`config.mk`:
```
export PLATFORM = sky130hd
export DESIGN_NAME = product_accumulator
export DESIGN_NICKNAME = d
export VERILOG_FILES = /design/src/rtl/product_accumulator.sv
export SDC_FILE = /design/constraint.sdc
export NUM_CORES = 1
export LEC_CHECK = 0
export BUFFER_PORTS_ARGS = -buffer_cell sky130_fd_sc_hd__buf_2
export CAP_MARGIN = 5
export CORE_ASPECT_RATIO = 1.2
export CORE_MARGIN = 1.5
export CORE_UTILIZATION = 45
export DETAILED_ROUTE_END_ITERATION = 8
export PLACE_DENSITY = 0.72
export SETUP_SLACK_MARGIN = 0.02
export SYNTH_ARGS = -nofsm -noshare
export SYNTH_HDL_FRONTEND = slang
export SYNTH_SLANG_ARGS = --single-unit
```
`constraint.sdc`:
```
create_clock -name clk -period 6.1 [get_ports clk]
set_input_delay 0 -clock clk [delete_from_list [all_inputs] [get_ports clk]]
set_output_delay 0 -clock clk [all_outputs]
set_load 0.1 [all_outputs]
```
`src/rtl/product_accumulator.sv`:
```
// Purpose: sums a programmed burst of signed multiplier products into a guard-extended accumulator.
// Latency: result is presented on the clock edge that captures the final product.
// Backpressure: result held in HOLD until out_ready; products and start are ignored meanwhile.
// Optional feature: define ACC_SATURATE_EN to clamp on overflow instead of wrapping.
module product_accumulator #(
    parameter int W     = 32,
    parameter int G     = 8,
    parameter int LEN_W = 8
) (
    input  logic                 clk,
    input  logic                 rst,
    input  logic                 start,
    input  logic [LEN_W-1:0]     len,
    input  logic                 in_valid,
    input  logic [2*W-1:0]       in_product,
    output logic                 busy,
    output logic                 out_valid,
    input  logic                 out_ready,
    output logic [2*W+G-1:0]     out_result,
    output logic                 overflow
);

    localparam int PW    = 2 * W;
    localparam int ACC_W = 2 * W + G;

    typedef enum logic [1:0] {
        IDLE  = 2'd0,
        ACCUM = 2'd1,
        HOLD  = 2'd2
    } state_t;

    state_t             state_q, state_d;
    logic [ACC_W-1:0]   acc_q, acc_d;
    logic [LEN_W-1:0]   cnt_q, cnt_d;
    logic [ACC_W-1:0]   res_q, res_d;
    logic               ovf_q, ovf_d;
    logic               in_prev_q;

    logic               accept;
    logic [ACC_W-1:0]   prod_ext;
    logic [ACC_W-1:0]   sum_raw;
    logic               ovf_now;
    logic [ACC_W-1:0]   sum_next;

    // A product counts only on the rising edge of the upstream done, and only while
    // a burst is open; a level held high or an edge seen elsewhere is dropped.
    assign accept = in_valid & ~in_prev_q & (state_q == ACCUM);

    // Sign-extend the product up to the accumulator width (works for G == 0 too).
    assign prod_ext = ACC_W'($signed(in_product));

    assign sum_raw = acc_q + prod_ext;

    // Signed overflow: operands agree in sign but the sum does not.
    assign ovf_now = (acc_q[ACC_W-1] == prod_ext[ACC_W-1]) &&
                     (sum_raw[ACC_W-1] != acc_q[ACC_W-1]);

`ifdef ACC_SATURATE_EN
    // Clamp towards the operands' common sign; later adds continue from the clamp.
    always_comb begin
        sum_next = sum_raw;
        if (ovf_now) begin
            if (acc_q[ACC_W-1]) begin
                sum_next = {1'b1, {(ACC_W-1){1'b0}}};
            end else begin
                sum_next = {1'b0, {(ACC_W-1){1'b1}}};
            end
        end
    end
`else
    // Two's-complement wrap; the overflow flag still records the event.
    always_comb begin
        sum_next = sum_raw;
    end
`endif

    // Next-state and datapath update for the burst FSM.
    always_comb begin
        state_d = state_q;
        acc_d   = acc_q;
        cnt_d   = cnt_q;
        res_d   = res_q;
        ovf_d   = ovf_q;
        case (state_q)
            IDLE: begin
                if (start) begin
                    ovf_d = 1'b0;
                    if (len != '0) begin
                        acc_d   = '0;
                        cnt_d   = len;
                        state_d = ACCUM;
                    end else begin
                        // Empty burst: present a zero result straight away.
                        res_d   = '0;
                        state_d = HOLD;
                    end
                end
            end
            ACCUM: begin
                if (accept) begin
                    acc_d = sum_next;
                    cnt_d = cnt_q - LEN_W'(1);
                    if (ovf_now) begin
                        ovf_d = 1'b1;
                    end
                    if (cnt_q == LEN_W'(1)) begin
                        res_d   = sum_next;
                        state_d = HOLD;
                    end
                end
            end
            HOLD: begin
                // out_valid is asserted for the whole of HOLD, so ready alone completes it.
                if (out_ready) begin
                    state_d = IDLE;
                end
            end
            default: begin
                state_d = IDLE;
            end
        endcase
    end

    // State and datapath registers with synchronous reset.
    always_ff @(posedge clk) begin
        if (rst) begin
            state_q   <= IDLE;
            acc_q     <= '0;
            cnt_q     <= '0;
            res_q     <= '0;
            ovf_q     <= 1'b0;
            in_prev_q <= 1'b0;
        end else begin
            state_q   <= state_d;
            acc_q     <= acc_d;
            cnt_q     <= cnt_d;
            res_q     <= res_d;
            ovf_q     <= ovf_d;
            in_prev_q <= in_valid;
        end
    end

    assign busy       = (state_q != IDLE);
    assign out_valid  = (state_q == HOLD);
    assign out_result = res_q;
    assign overflow   = ovf_q;

endmodule

```
==> results of run 1 <==
final timing paths:
path,cells after the start,endpoint
setup / recovery,13,out_result[66]$_SDFFE_PP0P_
setup reg to reg,13,out_result[66]$_SDFFE_PP0P_
hold / removal,4,acc_q[0]$_SDFFE_PP0P_
hold reg to reg,2,out_result[60]$_SDFFE_PP0P_
repair_timing:
item	in CTS	in global routing
endpoints found under the setup margin	0	0
hold buffers	10	0
hold endpoints to repair	10	0
layer usage:
metal | global-route usage (%) | vias up
met3 | 3.32 | 77
li1 | - | 5276
met4 | 12.1 | 0
met2 | 46.9 | 389
met1 | 31.8 | 5129
met5 | 0 | -
where the power goes:
part	internal, uW	leakage [uW]	switching, uW
registers	1080	0.00126	42.5
logic	285	0.00371	747
clock network	789	0.000324	449
total	2150	0.00530	1240
kinds of logic after synthesis:
| kind of cell | count (synthesis) | synth area share (%) |
|---|---|---|
| buffers and inverters | 132 | 4.86 |
| adders and majority gates | 74 | 8.88 |
| DFF | 156 | 29.7 |
| muxes | 5 | 0.524 |
| and+or+nand+nor | 537 | 23.4 |
| AOI/OAI and AO/OA | 454 | 28.3 |
| xor gates and xnor gates | 52 | 4.33 |
state kept, by name (all words and copies together) (netlist names):
register and count:
out_result 72, in_prev_q 1, overflow 1, acc_q 72
cnt_q 8, state_q 2
cell usage after synthesis (22+ instances only):
cell type / count / area share, %
nand2_1: 195 / 7.0
xnor2_1: 30 / 2.5
inv_1: 30 / 1.1
o21ai_0: 53 / 2.5
a22oi_1: 27 / 1.9
nor3_1: 28 / 1.3
nand4_1: 34 / 2.0
a21oi_1: 182 / 8.7
nand3_1: 79 / 3.8
a21o_1: 47 / 3.4
dfxtp_1: 156 / 30
ha_1: 73 / 8.7
xor2_1: 22 / 1.8
clkbuf_1: 73 / 2.6
nor2_1: 121 / 4.3
metrics by stage:
| step | std cells | setup slack, ns | power, uW | util (%) |
|---|---|---|---|---|
| CTS | 1825 | 2.53 | 3390 | 52.7 |
| finish | 1825 | 2.46 | 3390 | 52.7 |
| detailed placement | 1784 | 2.55 | 2150 | 49.3 |
| global placement | 1784 | 2.64 | 2140 | 49.3 |
| floorplan | 1410 | 3.10 | 1910 | - |
| global route | 1825 | 2.31 | 3540 | 52.7 |
tightest hold or removal path, stage by stage:
cell	delay [ns]
buf_2	0.09
ha_1	0.14
nand3_1	0.06
a21oi_1	0.12
layout make-up:
type	instances	area (um^2)	area share [%]
Clock inverter	10	210	1.73
Timing Repair Buffer	170	926	7.63
Inverter	31	116	0.958
Multi-Input combinational cell	1122	6910	56.9
Sequential cell	156	3120	25.7
Tap cell	315	394	3.25
Clock buffer	21	460	3.79
==> run_results.csv, run 1 <==
group,metric,value,unit
status,status,"finished clean",
flow_run,max_cap_violations,0,
critical_path,cp_data_arrival_time,3.96,ns
die,chipHeight,170,um
critical_path,crit_family,"compound AO/OA/AOI/OAI gates",
layout,final_cell_mix,"195 x nand2_1, 182 x a21oi_1, 156 x dfxtp_1",
sta,worst_pin_slew,0.972,ns
critical_path,r2r_setup_slack,2.46,ns
sta,finClkSkew,0.0109,ns
critical_path,critPathMostFrequentCell,"a21oi_2",
critical_path,path_class,"reg2reg",
routing,highest_layer,"met4",
layout,drive_above_1_share,14.8,%
critical_path,slowest_stage,"o41ai_2",
clock_network,post_cts_buffers,0,
routing,drt-met1-wl,13300,um
die,start_util,45.6,%
min_path,hold_start,"in_product[0]",
global_routing,overflow,0,
clock_network,post_cts_resized,0,
global_routing,grt_max_degree,90,
sta,fmax,275,MHz
routing,drtAntennaViolNets,0,
routing,vias_per_cell,5.96,
critical_path,cp_max_fo,4,
sta,worst_hold_slack,0.0293,ns
die,die_w,143,um
layout,nFillCells,2285,
critical_path,critPathBufInv,1,
die,rows,61,
layout,final_common_cell,"nand2_1",
routing,routed_wl,32100,um
clock_network,cts.path.max_buffers,2,
routing,route.detailed.drc,0,
sta,setup_viol,0,
sta,slew_violations,0,
routing,wl_met2,15800,um
critical_path,path_cells,"ha_1 > inv_1 > fa_1 > and2b_1 > o211ai_1 > a21oi_2 > a21oi_1 > o41ai_2 > a31o_2 > a31oi_4 > a21oi_2 > nor2_1 > a311o_1",
clock_network,clkSinkCount,156,
power,ir_worst_vdd,0.198,mV
synthesis,synthArstFlopShare,0,%
layout,syn2layout_area_growth,15.5,%
critical_path,crit-reg2reg-launch,"acc_q[0]$_SDFFE_PP0P_",
sta,timing.final.crit_share,59.6,%
die,core_area,0.0230,mm^2
routing,vias,10871,
synthesis,syn-cell-area,0.0105,mm^2
sta,fin_setup_tns,0,ns
synthesis,seq_area_frac_synth,29.7,%
routing,initialDrtViolationCount,964,
sta,slew_headroom,35.2,%
synthesis,ys_dominant_reg_cell,"dfxtp_1",
layout,final_area,0.0121,mm^2
placement,port_buffers,151,
power,p_per_area,279,mW/mm^2
synthesis,synth-edff-count,0,
routing,firstDrtPassIters,7,
die,die_area,0.0243,mm^2
placement,hpwlAfterDp,22800,um
layout,nNetsFinal,1649,
synthesis,ys_warn_count,0,
synthesis,syn-num-nets,1561,
clock_network,cts_made_buffers,17,
routing,wl_per_cell,17.6,um
global_routing,grt_pass1_vias,10452,
layout,antennaDiodeCount,0,
global_routing,antenna_found_initial,0,
sta,layout_min_cycle_time,3.64,ns
clock_network,cts_tree,"built",
clock_network,insertion_delay,0.43,ns
synthesis,synth.avg_cell_area,7.46,um^2
clock_network,h-tree-depth,4,
global_routing,grt_usage,26.5,%
critical_path,slowest_delay,0.70,ns
die,io_pins,152,
clock_network,root_buffer,"clkbuf_16",
routing,wl_met3,1870,um
min_path,hp-class,"in2reg",
sta,rsz0062_at_grt,"false",
critical_path,crit_path_end_kind,"flop",
placement,gp_congestion,0.955,
synthesis,ys_ff_latch,156,
sta,hold_viol_final,0,
global_routing,grt_pass1_wl,51600,um
critical_path,critPathLaunchType,"flop",
critical_path,cp.required,6.42,ns
power,leakage,0.00530,uW
critical_path,cp-startpoint,"acc_q[0]$_SDFFE_PP0P_",
synthesis,ys_types,77,
synthesis,syn_inst,1410,
clock_network,path_clk_slew,0.06,ns
placement,place_area,0.0114,mm^2
No activity file was read; power rests on OpenSTA's default activity.
==> inputs of run 2 (changes only) <==
clock period = 3.6 ns   (was 6.1 ns; I/O delays follow)
==> run 2 against run 1 <==
Effect of this change: sequential share of layout area shrank 0.20 points; non-clock buffer count grew 15; register-to-register slack lost 2.2 ns.
==> run_results.csv, run 2 (synthesized netlist as in run 1, its figures left out) <==
group,metric,value,unit
layout,final_common_cell,"nand2_1",
clock_network,insertion_delay,0.45,ns
sta,setup_viol,0,
layout,nFillCells,2287,
sta,timing.final.crit_share,93.5,%
die,start_util,45.6,%
critical_path,path_class,"reg2reg",
clock_network,clkSinkCount,156,
global_routing,grt_pass1_vias,10225,
critical_path,cp-startpoint,"acc_q[0]$_SDFFE_PP0P_",
routing,drtAntennaViolNets,0,
critical_path,r2r_setup_slack,0.23,ns
placement,gp_congestion,0.946,
critical_path,cp.required,3.94,ns
flow_run,max_cap_violations,0,
clock_network,cts_made_buffers,17,
sta,slew_headroom,22.8,%
layout,nNetsFinal,1664,
sta,worst_hold_slack,0.0376,ns
global_routing,overflow,0,
layout,multi_input_area,0.00692,mm^2
sta,rsz0062_at_grt,"true",
layout,drive_above_1_share,15.9,%
critical_path,critPathCapture,"out_result[62]$_SDFFE_PP0P_",
clock_network,root_buffer,"clkbuf_16",
clock_network,h-tree-depth,4,
critical_path,crit-reg2reg-launch,"acc_q[0]$_SDFFE_PP0P_",
sta,hold_viol_final,0,
clock_network,cts_tree,"built",
layout,antennaDiodeCount,0,
layout,fin_util,53.1,%
critical_path,r2r.worst_path.cells,14,
routing,firstDrtPassIters,5,
routing,route.detailed.drc,0,
placement,hpwlAfterDp,23700,um
power,ir_worst_vdd,0.407,mV
global_routing,antenna_found_initial,0,
power,leakage,0.00535,uW
die,io_pins,152,
global_routing,grt_pass1_wl,52000,um
routing,vias_per_cell,5.88,
die,chipHeight,170,um
routing,wl_per_cell,17.8,um
clock_network,post_cts_buffers,0,
placement,port_buffers,151,
die,die_area,0.0243,mm^2
min_path,hp-class,"in2reg",
routing,vias,10829,
sta,fmax,297,MHz
critical_path,critPathLaunchType,"flop",
global_routing,grt_max_degree,81,
global_routing,grt_usage,27.0,%
layout,seq_area,0.00312,mm^2
routing,initialDrtViolationCount,852,
die,die_w,143,um
status,status,"finished clean",
layout,syn2layout_area_growth,16.4,%
critical_path,cp_max_fo,4,
clock_network,cts.path.max_buffers,2,
critical_path,crit_path_end_kind,"flop",
critical_path,cp_data_arrival_time,3.70,ns
power,p_per_area,466,mW/mm^2
routing,routed_wl,32800,um
sta,layout_min_cycle_time,3.37,ns
sta,fin_setup_tns,0,ns
layout,final_cell_mix,"195 x nand2_1, 181 x a21oi_1, 156 x dfxtp_1",
critical_path,r2r-end,"out_result[62]$_SDFFE_PP0P_",
sta,worst_pin_slew,1.15,ns
sta,slew_violations,0,
clock_network,path_clk_slew,0.07,ns
sta,finClkSkew,0.0120,ns
die,core_area,0.0230,mm^2
die,rows,61,
-- run 2: worst min path at each step --
| stage | startpoint | end | cells after the start |
|---|---|---|---|
| global placement | in_valid | in_prev_q$_SDFF_PP0_ | 2 |
| CTS | in_product[0] | out_result[0]$_SDFFE_PP0P_ | 4 |
| floorplan | in_valid | in_prev_q$_SDFF_PP0_ | 1 |
| detailed placement | in_valid | in_prev_q$_SDFF_PP0_ | 2 |
| finish | in_product[0] | out_result[0]$_SDFFE_PP0P_ | 4 |
| global route | in_product[0] | acc_q[0]$_SDFFE_PP0P_ | 4 |
-- run 2: timing repair --
action	4_1_cts	5_1_grt
endpoints found under the setup margin	0	9
gates resized for setup	0	3
hold buffers	10	0
hold endpoints to repair	10	0
-- run 2: critical path: stages, from the launching register on --
cell	delay [ns]
dfxtp_1	0.33
ha_1	0.21
inv_1	0.07
fa_1	0.37
and2b_1	0.24
o211ai_1	0.15
a21oi_2	0.22
a21oi_1	0.16
o41ai_2	0.29
buf_4	0.20
a31o_2	0.25
a31oi_4	0.15
a21boi_2	0.26
nor2_1	0.07
a311o_1	0.27
-- run 2: per-stage QoR --
stage               setup slack, ns  instance area (um^2)  instances  total power [uW]
floorplan                     0.599                 10500       1410              3230
global placement              0.295                 11500       1799              3680
detailed placement            0.197                 11500       1799              3690
CTS                           0.159                 12200       1841              5710
global route               0.000192                 12200       1841              5950
finish                        0.232                 12200       1841              5700
-- run 2: power by group --
part | internal, uW | total [uW] | switching, uW
Combinational | 509 | 1800 | 1290
Sequential | 1830 | 1900 | 69.8
Clock | 1200 | 2010 | 802
Total | 3540 | 5700 | 2160
-- run 2: routing by layer --
layer	wire (um)	vias to the layer above	part of all wire, %	global-route usage (%)
met5	0	-	0	0
met4	1240	0	3.8	12.6
met3	1810	80	5.5	4.16
met2	15900	392	49	46.7
met1	13800	5037	42	32.8
li1	-	5320	-	-
-- run 2: area by class of cell --
type	count	area share, %
multi-input combinational	1122	56.6
sequential	156	25.5
timing repair buffer	185	8.49
clock buffer	20	3.73
tap	315	3.22
clock inverter	12	1.52
inverter	31	0.951
